==> src/rtl/cp0_unit_pkg.sv <==
// cp0_unit_pkg: shared constants for the coprocessor-0 responder.
//   CP0 register numbers as seen on the MFC0/MTC0 address ports, and the bit
//   positions of the SR/Cause fields that the unit implements.
package cp0_unit_pkg;

    localparam logic [4:0] CP0_REG_SR    = 5'd12;
    localparam logic [4:0] CP0_REG_CAUSE = 5'd13;
    localparam logic [4:0] CP0_REG_EPC   = 5'd14;
    localparam logic [4:0] CP0_REG_PRID  = 5'd15;

    localparam int unsigned IM_HI   = 15;
    localparam int unsigned IM_LO   = 10;
    localparam int unsigned EXL_BIT = 1;
    localparam int unsigned IE_BIT  = 0;

    localparam int unsigned HWINT_W = IM_HI - IM_LO + 1;

endpackage

==> src/rtl/cp0_unit_sync.sv <==
// cp0_unit_sync: multi-flop synchroniser for the external interrupt lines.
//   clk    : system clock, rising edge
//   rst_n  : asynchronous active-low reset, clears every stage
//   d_i    : asynchronous input lines
//   q_o    : synchronised lines, SYNC_STAGES clocks behind d_i
module cp0_unit_sync #(
    parameter int unsigned SYNC_STAGES = 2,
    parameter int unsigned WIDTH       = 6
) (
    input  logic             clk,
    input  logic             rst_n,
    input  logic [WIDTH-1:0] d_i,
    output logic [WIDTH-1:0] q_o
);

    logic [SYNC_STAGES-1:0][WIDTH-1:0] stage_q;

    always_ff @(posedge clk or negedge rst_n) begin
        if (!rst_n) begin
            stage_q <= '0;
        end else begin
            stage_q <= {stage_q[SYNC_STAGES-2:0], d_i};
        end
    end

    assign q_o = stage_q[SYNC_STAGES-1];

endmodule

==> src/rtl/cp0_unit.sv <==
// cp0_unit: coprocessor-0 responder for the 5-stage MIPS pipeline.
//   Holds SR (IM/EXL/IE), Cause (IP), EPC and PRId; synchronises HWInt and
//   raises a one-cycle registered interrupt request to the fetch-stage control.
//   clk, rst_n : clock (rising edge), asynchronous active-low reset
//   A1 / DOut  : MFC0 read address / combinational read data
//   A2/DIn/We  : MTC0 write address / data / enable
//   PC         : victim word address captured on EPCWr
//   HWInt      : asynchronous active-high interrupt lines
//   EPCWr, EXLSet, EXLClr : control strobes (EPC capture, entry, ERET)
//   IntReq     : interrupt request pulse
//   EPC        : saved return word address
module cp0_unit
    import cp0_unit_pkg::*;
#(
    parameter logic [31:0] PRID_VAL    = 32'h4A57_0001,
    parameter int unsigned SYNC_STAGES = 2
) (
    input  logic        clk,
    input  logic        rst_n,
    input  logic [4:0]  A1,
    input  logic [4:0]  A2,
    input  logic [31:0] DIn,
    input  logic        We,
    input  logic [29:0] PC,
    input  logic [5:0]  HWInt,
    input  logic        EPCWr,
    input  logic        EXLSet,
    input  logic        EXLClr,
    output logic        IntReq,
    output logic [29:0] EPC,
    output logic [31:0] DOut
);

    logic [HWINT_W-1:0] hw_s;

    logic [HWINT_W-1:0] im_q, im_d;
    logic               exl_q, exl_d;
    logic               ie_q, ie_d;
    logic [HWINT_W-1:0] ip_q;
    logic [29:0]        epc_q, epc_d;
    logic               intreq_q, intreq_d;
    logic               armed_q, armed_d;
    logic               int_cond;
    logic               wr_sr, wr_epc;

    cp0_unit_sync #(
        .SYNC_STAGES (SYNC_STAGES),
        .WIDTH       (HWINT_W)
    ) u_sync (
        .clk   (clk),
        .rst_n (rst_n),
        .d_i   (HWInt),
        .q_o   (hw_s)
    );

    assign wr_sr  = We && (A2 == CP0_REG_SR);
    assign wr_epc = We && (A2 == CP0_REG_EPC);

    assign int_cond = (|(ip_q & im_q)) & ie_q & ~exl_q;

    always_comb begin
        im_d  = im_q;
        ie_d  = ie_q;
        exl_d = exl_q;
        epc_d = epc_q;

        if (wr_sr) begin
            im_d  = DIn[IM_HI:IM_LO];
            ie_d  = DIn[IE_BIT];
            exl_d = DIn[EXL_BIT];
        end
        if (EXLSet) begin
            exl_d = 1'b1;
        end else if (EXLClr) begin
            exl_d = 1'b0;
        end

        if (EPCWr) begin
            epc_d = PC;
        end else if (wr_epc) begin
            epc_d = DIn[31:2];
        end

        // armed drops after a pulse that control ignored, and only returns once
        // the condition has gone away or an ERET happens, so an unanswered
        // request is never repeated on a steady level.
        armed_d = armed_q;
        if (!int_cond || EXLClr) begin
            armed_d = 1'b1;
        end else if (intreq_q) begin
            armed_d = 1'b0;
        end

        intreq_d = int_cond & armed_q & ~intreq_q & ~EXLSet;
    end

    always_ff @(posedge clk or negedge rst_n) begin
        if (!rst_n) begin
            im_q     <= '0;
            exl_q    <= 1'b0;
            ie_q     <= 1'b0;
            ip_q     <= '0;
            epc_q    <= '0;
            intreq_q <= 1'b0;
            armed_q  <= 1'b1;
        end else begin
            im_q     <= im_d;
            exl_q    <= exl_d;
            ie_q     <= ie_d;
            ip_q     <= hw_s;
            epc_q    <= epc_d;
            intreq_q <= intreq_d;
            armed_q  <= armed_d;
        end
    end

    // Reads see registered state only: an MFC0 alongside an MTC0 to the same
    // register returns the pre-write value.
    always_comb begin
        DOut = '0;
        case (A1)
            CP0_REG_SR:    DOut = {16'b0, im_q, 8'b0, exl_q, ie_q};
            CP0_REG_CAUSE: DOut = {16'b0, ip_q, 10'b0};
            CP0_REG_EPC:   DOut = {epc_q, 2'b00};
            CP0_REG_PRID:  DOut = PRID_VAL;
            default:       DOut = '0;
        endcase
    end

    assign IntReq = intreq_q;
    assign EPC    = epc_q;

endmodule

==> config.mk <==
export PLATFORM = sky130hd
export DESIGN_NAME = cp0_unit
export DESIGN_NICKNAME = d
export VERILOG_FILES = /design/src/rtl/cp0_unit_pkg.sv /design/src/rtl/cp0_unit_sync.sv /design/src/rtl/cp0_unit.sv
export SDC_FILE = /design/constraint.sdc
export NUM_CORES = 1
export LEC_CHECK = 0
export ABC_AREA = 1
export CORE_ASPECT_RATIO = 0.7
export CORE_MARGIN = 3
export CORE_UTILIZATION = 44
export DETAILED_ROUTE_END_ITERATION = 10
export PLACE_DENSITY = 0.9
export SLEW_MARGIN = 20
export SYNTH_ARGS = -nofsm -noshare
export SYNTH_HDL_FRONTEND = slang
export SYNTH_SLANG_ARGS = --single-unit
==> constraint.sdc <==
create_clock -name clk -period 1.8 [get_ports clk]
set_input_delay 0.18 -clock clk [delete_from_list [all_inputs] [get_ports clk]]
set_output_delay 0.18 -clock clk [all_outputs]
set_load 0.02 [all_outputs]
==> run summary <==
status -> complete, no violations
Antenna Violating Nets Remaining -> 0
Syn Std Cell Area -> 3010 sq um
cell count after synthesis -> 401
IO Port Bufs -> 146
r2r endpoint -> IntReq
PwrDens -> 785 nW/um^2
Final min period -> 1.74 ns
pre-CTS setup slack -> -0.382 ns
clk sinks -> 58
starting DRC count in detailed routing -> 170
die footprint -> 7900 sq um
met1 usage -> 0.291
worst slew pin tran -> 0.694 ns
family with the most delay on the worst path -> buffers and inverters
vias per cell -> 4.93
largest net degree at the start of global routing -> 37
Worst Setup Path Type -> in2out
r2r setup slk -> 0.88 ns
GRT Residual Overflow -> 0
Final GP Congestion -> 0.867
crit-path cells -> clkdlybuf4s50_1 > inv_1 > nor2_4 > buf_4 > nand3_1 > nand2_1 > clkdlybuf4s15_1
Max FO, Critical Path -> 8
Setup crit start kind -> input port
end of the worst hold path -> u_sync.stage_q[0]
Crit path required time -> 1.62 ns
final slew viol count -> 0
fmax -> 575 MHz
Final Hold Vio Count -> 0
Num CTS Buffers -> 9
met2 usage -> 0.412
Clk Latency, worst-skew pair -> 0.34 ns
final period utilization -> 0.967
Vias -> 3186
r2r worst-path depth -> 6
synthesized area per cell -> 7.52 sq um
Starting Density -> 0.469
Setup violations, final -> 0
Ant. Diodes -> 0
critical hold path startpoint -> HWInt[0]
Detailed Route WL -> 9.27 mm
Rows -> 24
core area -> 6430 sq um
post-DP HPWL -> 6.94 mm
FF+latch count, synth -> 58
global routing's busiest layer -> met2
Syn-to-layout area delta -> 56.1%
sequential fraction of the synthesis area -> 0.482
CTS tree -> built
count of cell types in the netlist -> 19
Clock Tree Buf Depth -> 2
Critical Path AT -> 1.56 ns
Rel. slew slack -> 0.537
CP Capture Type -> primary output
Post-route DRC -> 0
initial antenna violation count -> 0
fraction of layout cells with a size suffix above 1 -> 0.119
top post-synthesis cells by area -> dfrtp_1 (47%), nand2_1 (21%), nand3_1 (11%), inv_1 (4.2%), nor2_1 (3.1%)
Layout Utilization -> 0.732
Max-Cap Viols -> 0
IO Pins -> 147
DIE HEIGHT -> 75.3 microns
post-synth top area cell -> dfrtp_1
RSZ-0062 raised after global routing -> false
All-Layer GR Usage -> 0.243
Final nets -> 634
slowest cell delay on critical path -> 0.48 ns
most common cell after layout, fill and taps aside -> nand2_1
clock skew -> 0.00976 ns
top-area cell type share of the netlist area -> 0.473
Synthesis Warnings -> 0
syn_nets -> 485
CP Buf/Inv Count -> 4
LEAKAGE -> 2.46 nW
M3 GR Usage -> 0.0968
Die X -> 105 microns
WL/cell -> 14.4 microns
most frequent cells in the layout -> nand2_1 (168), clkdlybuf4s50_1 (113), nand3_1 (66), dfrtp_1 (57), inv_1 (34)
post-layout instance area -> 4710 sq um
Min-Delay Path Class -> in2reg
Root Buffer -> clkbuf_8
final setup margin -> 0.0598 ns
number of H-tree levels -> 3
Hold Crit Depth -> 1
dpl cell area -> 4560 sq um
Slowest-stage cell, CP -> clkdlybuf4s50_1
clock-pin slew on the worst setup and hold paths -> 0.06 ns
Pre-Repair DR Iteration Count -> 5
worst vdd ir -> 0.565 mV
first-pass GRT wire length -> 15.1 mm
Reg2Reg Launch Point -> im_q[0]
power consumption -> 3.69 mW
vias in the first global route -> 3140
==> synth_stat cells <==
cell type / n
nand3_1: 66
inv_4: 1
nand2_1: 169
o21ai_2: 7
o21ai_4: 1
nor2_1: 25
dfstp_2: 1
a21oi_1: 1
buf_6: 5
dfrtp_1: 57
nor2_4: 3
nand2_2: 3
inv_1: 34
nand3b_4: 1
nand3_2: 1
buf_4: 6
buf_2: 10
nor2_2: 2
o21ai_0: 8
==> where the power goes <==
part	leakage (nW)	switching, mW	internal, mW	total, mW
logic	1.64	0.426	0.424	0.851
clock network	0.109	0.499	0.812	1.31
registers	0.708	0.101	1.43	1.53
==> repair_timing <==
action,CTS,global route
pin swaps,1,1
endpoints found under the setup margin,32,23
hold buffers,1,0
hold endpoints to repair,27,0
resized for setup,53,30
cloned,0,0
buffers inserted,1,0
==> how the worst max path moves through the flow <==
stage               start        to  slack (ns)  depth (start not counted)
detailed placement  A1[3]   DOut[2]       -0.38                          6
global placement    A1[3]   DOut[5]       -0.33                          6
global route        A1[1]  DOut[16]       0.004                          7
CTS                 A1[1]  DOut[18]       0.002                          7
finish              A1[1]  DOut[16]        0.06                          7
floorplan           A1[3]   DOut[0]        0.64                          4
==> layer usage <==
| layer | wire length (microns) | part of all wire |
|---|---|---|
| met1 | 3770 | 0.41 |
| met2 | 4390 | 0.47 |
| met3 | 975 | 0.11 |
| met4 | 131 | 0.014 |
| met5 | 0 | 0 |
==> cells by family after synthesis <==
family,synth area share
AOI/OAI and AO/OA,0.0407
and+or+nand+nor,0.383
DFF,0.482
buffers and inverters,0.0946
==> stage by stage <==
stage | hold WS, ns | setup TNS [ns] | cells
3_5_place_dp | 0.260 | -10.09 | 629
3_3_place_gp | 0.253 | -8.89 | 629
2_1_floorplan | -0.116 | 0 | 401
5_1_grt | 0.262 | 0 | 646
6_report | 0.279 | 0 | 646
4_1_cts | 0.263 | 0 | 647
==> layout make-up <==
type | instances | area (sq um)
Clock buffer | 11 | 141
Timing Repair Buffer | 159 | 1500
Multi-Input combinational cell | 287 | 1280
Sequential cell | 58 | 1450
Tap cell | 91 | 114
Clock inverter | 5 | 77.6
Fill cell | 511 | 1720
Inverter | 35 | 134
==> state kept, by name, indices dropped and copies added (netlist names) <==
| signal | flops |
|---|---|
| IntReq | 1 |
| ip_q | 6 |
| u_sync.stage_q | 6 |
| armed_q | 1 |
| ie_q | 1 |
| EPC | 30 |
| exl_q | 1 |
| u_sync.q_o | 6 |
| im_q | 6 |
Note: power is estimated with default switching activity, not from simulation.
